### config.mk
export PLATFORM = sky130hd
export DESIGN_NAME = ram_port_arbiter
export DESIGN_NICKNAME = d
export VERILOG_FILES = /design/src/rtl/ram_port_arbiter.sv
export SDC_FILE = /design/constraint.sdc
export NUM_CORES = 1
export LEC_CHECK = 0
export BUFFER_PORTS_ARGS = -buffer_cell sky130_fd_sc_hd__clkbuf_2
export CORE_MARGIN = 2
export CORE_UTILIZATION = 49
export DETAILED_ROUTE_END_ITERATION = 8
export PLACE_DENSITY = 0.89
export SETUP_SLACK_MARGIN = 0.2
export SYNTH_ARGS = -nofsm -noshare
export SYNTH_HDL_FRONTEND = slang
export SYNTH_SLANG_ARGS = --single-unit
### constraint.sdc
create_clock -name clock_i -period 3.2 [get_ports clock_i]
set_input_delay 0.32 -clock clock_i [delete_from_list [all_inputs] [get_ports clock_i]]
set_output_delay 0.32 -clock clock_i [all_outputs]
set_load 0.02 [all_outputs]
### src/rtl/ram_port_arbiter.sv
// ram_port_arbiter
//
// Shares one single-port, synchronous block RAM (one cycle of read latency)
// between a CPU port (read/write) and a video-fetch port (read only).
// Video has fixed priority. A wait counter forces a CPU win after MAX_WAIT
// consecutive lost decisions, so the CPU cannot starve.
//
// Ports:
//   clock_i, reset_i        single clock, synchronous active-high reset
//   cpu_req_i .. cpu_wdata_i CPU request level and its held address/we/data
//   cpu_ack_o, cpu_rdata_o  CPU one-cycle completion pulse and held read data
//   vid_req_i, vid_addr_i   video read request level and address
//   vid_ack_o, vid_rdata_o  video one-cycle completion pulse and held read data
//   ram_clken_o .. ram_data_o registered RAM port controls
//   ram_q_i                 RAM output, valid the cycle after an enabled access
//
// Every granted access occupies its port for three more decision edges
// (the grant-cycle, q and ack-cycle edges). One access per port can be in
// flight, so the two-stage owner tag pipeline never carries two accesses
// from the same port.
module ram_port_arbiter #(
  parameter int ADDR_W   = 11,
  parameter int DATA_W   = 8,
  parameter int MAX_WAIT = 4
) (
  input  logic              clock_i,
  input  logic              reset_i,
  input  logic              cpu_req_i,
  input  logic              cpu_we_i,
  input  logic [ADDR_W-1:0] cpu_addr_i,
  input  logic [DATA_W-1:0] cpu_wdata_i,
  output logic              cpu_ack_o,
  output logic [DATA_W-1:0] cpu_rdata_o,
  input  logic              vid_req_i,
  input  logic [ADDR_W-1:0] vid_addr_i,
  output logic              vid_ack_o,
  output logic [DATA_W-1:0] vid_rdata_o,
  output logic              ram_clken_o,
  output logic              ram_wren_o,
  output logic [ADDR_W-1:0] ram_address_o,
  output logic [DATA_W-1:0] ram_data_o,
  input  logic [DATA_W-1:0] ram_q_i
);

  localparam logic [3:0] WAIT_MAX = 4'(MAX_WAIT);
  localparam logic [1:0] PEND_EDGES = 2'd3;

  // Saturating increment of the CPU wait counter.
  function automatic logic [3:0] sat_inc(input logic [3:0] v);
    if (v >= WAIT_MAX) begin
      return WAIT_MAX;
    end
    return v + 4'd1;
  endfunction

  logic [1:0]        cpu_pend_q, cpu_pend_d;
  logic [1:0]        vid_pend_q, vid_pend_d;
  logic [3:0]        wait_q, wait_d;
  logic              cpu_elig, vid_elig, cpu_win, vid_win;

  logic              ram_clken_q, ram_clken_d;
  logic              ram_wren_q, ram_wren_d;
  logic [ADDR_W-1:0] ram_address_q, ram_address_d;
  logic [DATA_W-1:0] ram_data_q, ram_data_d;

  // Owner tag pipeline: own = 1 means the access belongs to the CPU.
  logic              vld_p0_q, own_p0_q;
  logic              vld_p1_q, own_p1_q;

  logic              cpu_ack_q, vid_ack_q;
  logic [DATA_W-1:0] cpu_rdata_q, vid_rdata_q;

  // Decision stage: eligibility, priority, wait counter, RAM controls.
  always_comb begin
    cpu_elig   = cpu_req_i && (cpu_pend_q == 2'd0);
    vid_elig   = vid_req_i && (vid_pend_q == 2'd0);
    cpu_win    = cpu_elig && (!vid_elig || (wait_q == WAIT_MAX));
    vid_win    = vid_elig && !cpu_win;

    cpu_pend_d = (cpu_pend_q != 2'd0) ? cpu_pend_q - 2'd1 : 2'd0;
    vid_pend_d = (vid_pend_q != 2'd0) ? vid_pend_q - 2'd1 : 2'd0;
    if (cpu_win) begin
      cpu_pend_d = PEND_EDGES;
    end
    if (vid_win) begin
      vid_pend_d = PEND_EDGES;
    end

    // Counter only runs while the CPU is eligible and being beaten.
    if (!cpu_elig || cpu_win) begin
      wait_d = 4'd0;
    end else begin
      wait_d = sat_inc(wait_q);
    end

    ram_clken_d   = cpu_win || vid_win;
    ram_wren_d    = cpu_win && cpu_we_i;
    ram_address_d = ram_address_q;
    ram_data_d    = ram_data_q;
    if (cpu_win) begin
      ram_address_d = cpu_addr_i;
      ram_data_d    = cpu_wdata_i;
    end else if (vid_win) begin
      ram_address_d = vid_addr_i;
    end
  end

  always_ff @(posedge clock_i) begin
    if (reset_i) begin
      cpu_pend_q    <= 2'd0;
      vid_pend_q    <= 2'd0;
      wait_q        <= 4'd0;
      ram_clken_q   <= 1'b0;
      ram_wren_q    <= 1'b0;
      ram_address_q <= '0;
      ram_data_q    <= '0;
      vld_p0_q      <= 1'b0;
      own_p0_q      <= 1'b0;
      vld_p1_q      <= 1'b0;
      own_p1_q      <= 1'b0;
      cpu_ack_q     <= 1'b0;
      vid_ack_q     <= 1'b0;
      cpu_rdata_q   <= '0;
      vid_rdata_q   <= '0;
    end else begin
      cpu_pend_q    <= cpu_pend_d;
      vid_pend_q    <= vid_pend_d;
      wait_q        <= wait_d;
      // Stage p0: grant cycle, RAM samples the access at its end.
      ram_clken_q   <= ram_clken_d;
      ram_wren_q    <= ram_wren_d;
      ram_address_q <= ram_address_d;
      ram_data_q    <= ram_data_d;
      vld_p0_q      <= ram_clken_d;
      own_p0_q      <= cpu_win;
      // Stage p1: ram_q is valid for the tagged owner.
      vld_p1_q      <= vld_p0_q;
      own_p1_q      <= own_p0_q;
      // Completion: latch q into the owner's rdata and pulse its ack.
      cpu_ack_q     <= vld_p1_q && own_p1_q;
      vid_ack_q     <= vld_p1_q && !own_p1_q;
      if (vld_p1_q && own_p1_q) begin
        cpu_rdata_q <= ram_q_i;
      end
      if (vld_p1_q && !own_p1_q) begin
        vid_rdata_q <= ram_q_i;
      end
    end
  end

  assign cpu_ack_o     = cpu_ack_q;
  assign cpu_rdata_o   = cpu_rdata_q;
  assign vid_ack_o     = vid_ack_q;
  assign vid_rdata_o   = vid_rdata_q;
  assign ram_clken_o   = ram_clken_q;
  assign ram_wren_o    = ram_wren_q;
  assign ram_address_o = ram_address_q;
  assign ram_data_o    = ram_data_q;

endmodule

==> impl_table.tex <==
\begin{tabular}{lr}
\hline
Metric & Value \\
\hline
\multicolumn{2}{l}{\textbf{Outcome}} \\
Run status & finished, final reports clean \\
\multicolumn{2}{l}{\textbf{Die}} \\
Floorplan row count & 22 \\
Placeable core region & 3630 sq um \\
Die Outline Area & 4240 sq um \\
Die height & 65.1 um \\
Initial standard-cell utilization of the core & 0.503 \\
Die extent in x & 65.1 um \\
Number of top-level pins & 82 \\
\multicolumn{2}{l}{\textbf{Pwr}} \\
Pwr/cell area & 566 nW/um\^{}2 \\
LEAKAGE & 0.00111 uW \\
Maximum VDD drop & 0.361 mV \\
Final Power & 1330 uW \\
\multicolumn{2}{l}{\textbf{Synthesis}} \\
Number of instances in the synthesized netlist & 197 \\
Fraction of the yosys area taken by sequential cells & 0.548 \\
Arithmetic-cell share of the synthesized area counting full adders, half adders and majority gates & 0.0137 \\
Most used DFF post-synth & sky130\_fd\_sc\_hd\_\_dfxtp\_1 \\
Post-synth EDFFs & 0 \\
Net count of the mapped netlist & 242 \\
Library cells used by synthesis & 30 \\
Main combinational cell family by area after synthesis & simple AND/OR/NAND/NOR gates \\
Synthesized area per cell & 9.28 sq um \\
Simple-gate area share of the yosys netlist & 0.189 \\
Synth Warn \# & 0 \\
Post-synthesis cell area & 1830 sq um \\
Post-synthesis share of cell area spent on xor and xnor gates & 0 \\
Seq cells post-synth & 50 \\
Ys async rst share & 0 \\
Fraction of synthesized area in multiplexers & 0.104 \\
Post-synthesis compound-gate area fraction & 0.106 \\
\multicolumn{2}{l}{\textbf{Cells and area}} \\
Most common cell after layout, fill and taps aside & sky130\_fd\_sc\_hd\_\_clkbuf\_2 \\
Final-stage net count & 318 \\
Number of fillers in the final layout & 330 \\
Number of cells in the finished layout apart from fillers & 322 \\
Fraction of final layout cells with drive strength greater than 1 & 0.336 \\
Relative area change from synthesis to final layout & 28.5\% \\
Antenna Cells & 0 \\
Highest-count cells in the layout ignoring fill and taps & sky130\_fd\_sc\_hd\_\_clkbuf\_2 (81), sky130\_fd\_sc\_hd\_\_dfxtp\_1 (50), sky130\_fd\_sc\_hd\_\_nand2\_1 (37), sky130\_fd\_sc\_hd\_\_a21oi\_1 (20), sky130\_fd\_sc\_hd\_\_mux2i\_1 (19) \\
\multicolumn{2}{l}{\textbf{GRT}} \\
Initial antenna violation count & 0 \\
Overall Global Routing Usage & 0.188 \\
Residual overflow from global routing & 0 \\
Global-route wire length before repair & 6150 um \\
Maximum number of pins on one net before global-route repair & 37 \\
Via count of the first global-routing pass & 1482 \\
\multicolumn{2}{l}{\textbf{Route}} \\
Number of vias per cell after detailed routing & 4.82 \\
Total length of routed wires & 3690 um \\
DR vias & 1552 \\
Detailed-route DRC error count & 0 \\
Remaining number of nets flagged by the antenna check after routing & 0 \\
Detail-routed net length per standard cell & 11.5 um \\
First-pass iteration count of the detailed router & 4 \\
DR iter-0 viols & 90 \\
\multicolumn{2}{l}{\textbf{Setup path}} \\
Category of the worst setup path capture point & register \\
Type of origin of the critical path & register \\
Largest fanout on the critical path & 16 \\
Crit path cell chain & inv\_1 -> ha\_1 -> and3b\_1 -> o21ai\_4 -> mux2i\_1 -> o21ai\_1 \\
Number of buffers and inverters on the critical path & 1 \\
CP Data Arrival Time & 2000 ps \\
Cell type of the slowest stage on the worst timing path & sky130\_fd\_sc\_hd\_\_o21ai\_4 \\
Worst R2R Setup Slack & 1370 ps \\
Setup Crit Path Kind & reg -> reg \\
Endpoint required time on the critical path & 3360 ps \\
Delay of the slowest cell on the worst path & 470 ps \\
Cell family contributing the most delay on the critical path & compound AO/OA/AOI/OAI gates \\
\multicolumn{2}{l}{\textbf{CTS}} \\
Buffer depth of the longest clock path & 2 \\
Number of setup buffers added after CTS & 0 \\
CTS Buf Count & 5 \\
Clock insertion delay at the later pin of the skew report & 310 ps \\
Number of buffers inserted by hold repair at cts & 0 \\
Clock slew at reported path FFs & 80 ps \\
Clock tree from TritonCTS & built \\
Root Driver & sky130\_fd\_sc\_hd\_\_clkbuf\_8 \\
Clk sink count & 50 \\
Number of levels in the clock H-tree & 2 \\
CTS resizes & 0 \\
\multicolumn{2}{l}{\textbf{STA}} \\
Final hold violation count & 0 \\
Setup repair after global routing missed its margin & false \\
Relative slew slack & 0.300 \\
Final period util & 0.572 \\
Time the worst path needs with I/O delays and setup & 1830 ps \\
Final setup violating endpoints & 0 \\
Final Skew & 9.47 ps \\
Achievable Freq & 546 MHz \\
Transition at the pin with the smallest max-transition slack & 1040 ps \\
Setup Total Neg Slack & 0 ps \\
Max Slew Vio Count & 0 \\
\multicolumn{2}{l}{\textbf{Run}} \\
Max-capacitance violation count & 0 \\
\multicolumn{2}{l}{\textbf{Worst hold path}} \\
Tightest Hold Check Type & in -> reg \\
\multicolumn{2}{l}{\textbf{Place}} \\
Number of cells after detailed placement & 314 \\
Last weighted congestion value of the routability-driven placer & 0.747 \\
Detailed placer's ending HPWL & 2810 um \\
Port-buffer cells & 81 \\
\hline
\end{tabular}
[cells by family after synthesis]
group / Yosys count
buffers and inverters: 15
flip-flops: 50
other: 1
multiplexers: 19
AND/OR/NAND/NOR: 75
AO/OA/AOI/OAI: 35
adder cells (fa/ha/maj): 2
[through the flow]
step           hold slack, ps  instance area (sq um)  utilization  setup slack, ps
3_5_place_dp              432                   2240        0.615             1160
2_1_floorplan             414                   1830            -             1640
3_3_place_gp              434                   2240        0.615             1260
6_report                  215                   2350        0.646             1370
4_1_cts                   212                   2350        0.646             1350
5_1_grt                   227                   2350        0.646             1200
[state kept, by name, summed over array words and instances (netlist names)]
signal         count
vid_ack_o          1
cpu_ack_o          1
ram_wren_o         1
vid_rdata_o        8
vld_p0_q           1
cpu_rdata_o        8
own_p1_q           1
wait_q             4
vid_pend_q         2
vld_p1_q           1
ram_data_o         8
cpu_pend_q         2
ram_address_o     11
own_p0_q           1
[cell type report]
type,instances,area (sq um),share of cell area
repair buffers,81,405,0.173
well taps,48,60.1,0.0256
flip-flops and latches,50,1000,0.426
inverters,3,11.3,0.00479
multi-input cells,132,758,0.323
clock buffers,5,68.8,0.0293
clock inverters,3,43.8,0.0186
[cell usage after synthesis, types with 3 or more instances]
cell type,instances,area share
sky130_fd_sc_hd__o21ai_0,6,0.016
sky130_fd_sc_hd__nor2_1,15,0.031
sky130_fd_sc_hd__nor2b_1,3,0.010
sky130_fd_sc_hd__clkbuf_1,9,0.018
sky130_fd_sc_hd__nand2_1,37,0.076
sky130_fd_sc_hd__a21oi_1,20,0.055
sky130_fd_sc_hd__inv_1,3,0.0062
sky130_fd_sc_hd__nand3_1,8,0.022
sky130_fd_sc_hd__dfxtp_1,50,0.55
sky130_fd_sc_hd__o21ai_1,5,0.014
sky130_fd_sc_hd__mux2i_1,19,0.10
[power breakdown]
part           switching (uW)  internal, uW  leakage [uW]  total, uW
clock network             207           234     0.0000585        441
registers                25.3           662      0.000409        688
logic                     118          82.3      0.000644        201
[layer usage]
layer  GRT usage  up-vias  wire, um
met5           0        -         0
met4      0.0938        0        68
met3      0.0503        7       237
met2       0.341       56      1850
met1       0.199      680      1540
li1            -      809         -
[worst reg2reg max path, delay by kind of cell, from the launching register on]
| kind | cells | cell delay [ps] |
|---|---|---|
| compound gates | 2 | 550 |
| fa+ha+maj | 1 | 200 |
| buf+inv | 1 | 60 |
| flops | 1 | 380 |
| mux | 1 | 290 |
| simple gates | 1 | 220 |
[worst paths after layout]
| check | start | end | cells past startpoint |
|---|---|---|---|
| setup / recovery | wait_q[0] | ram_address_o[8] | 6 |
| hold / removal | cpu_we_i | ram_wren_o | 2 |
| setup reg to reg | wait_q[0] | ram_address_o[8] | 6 |
| hold reg to reg | own_p0_q | own_p1_q | 1 |
Note: power is estimated with default switching activity, not from simulation.
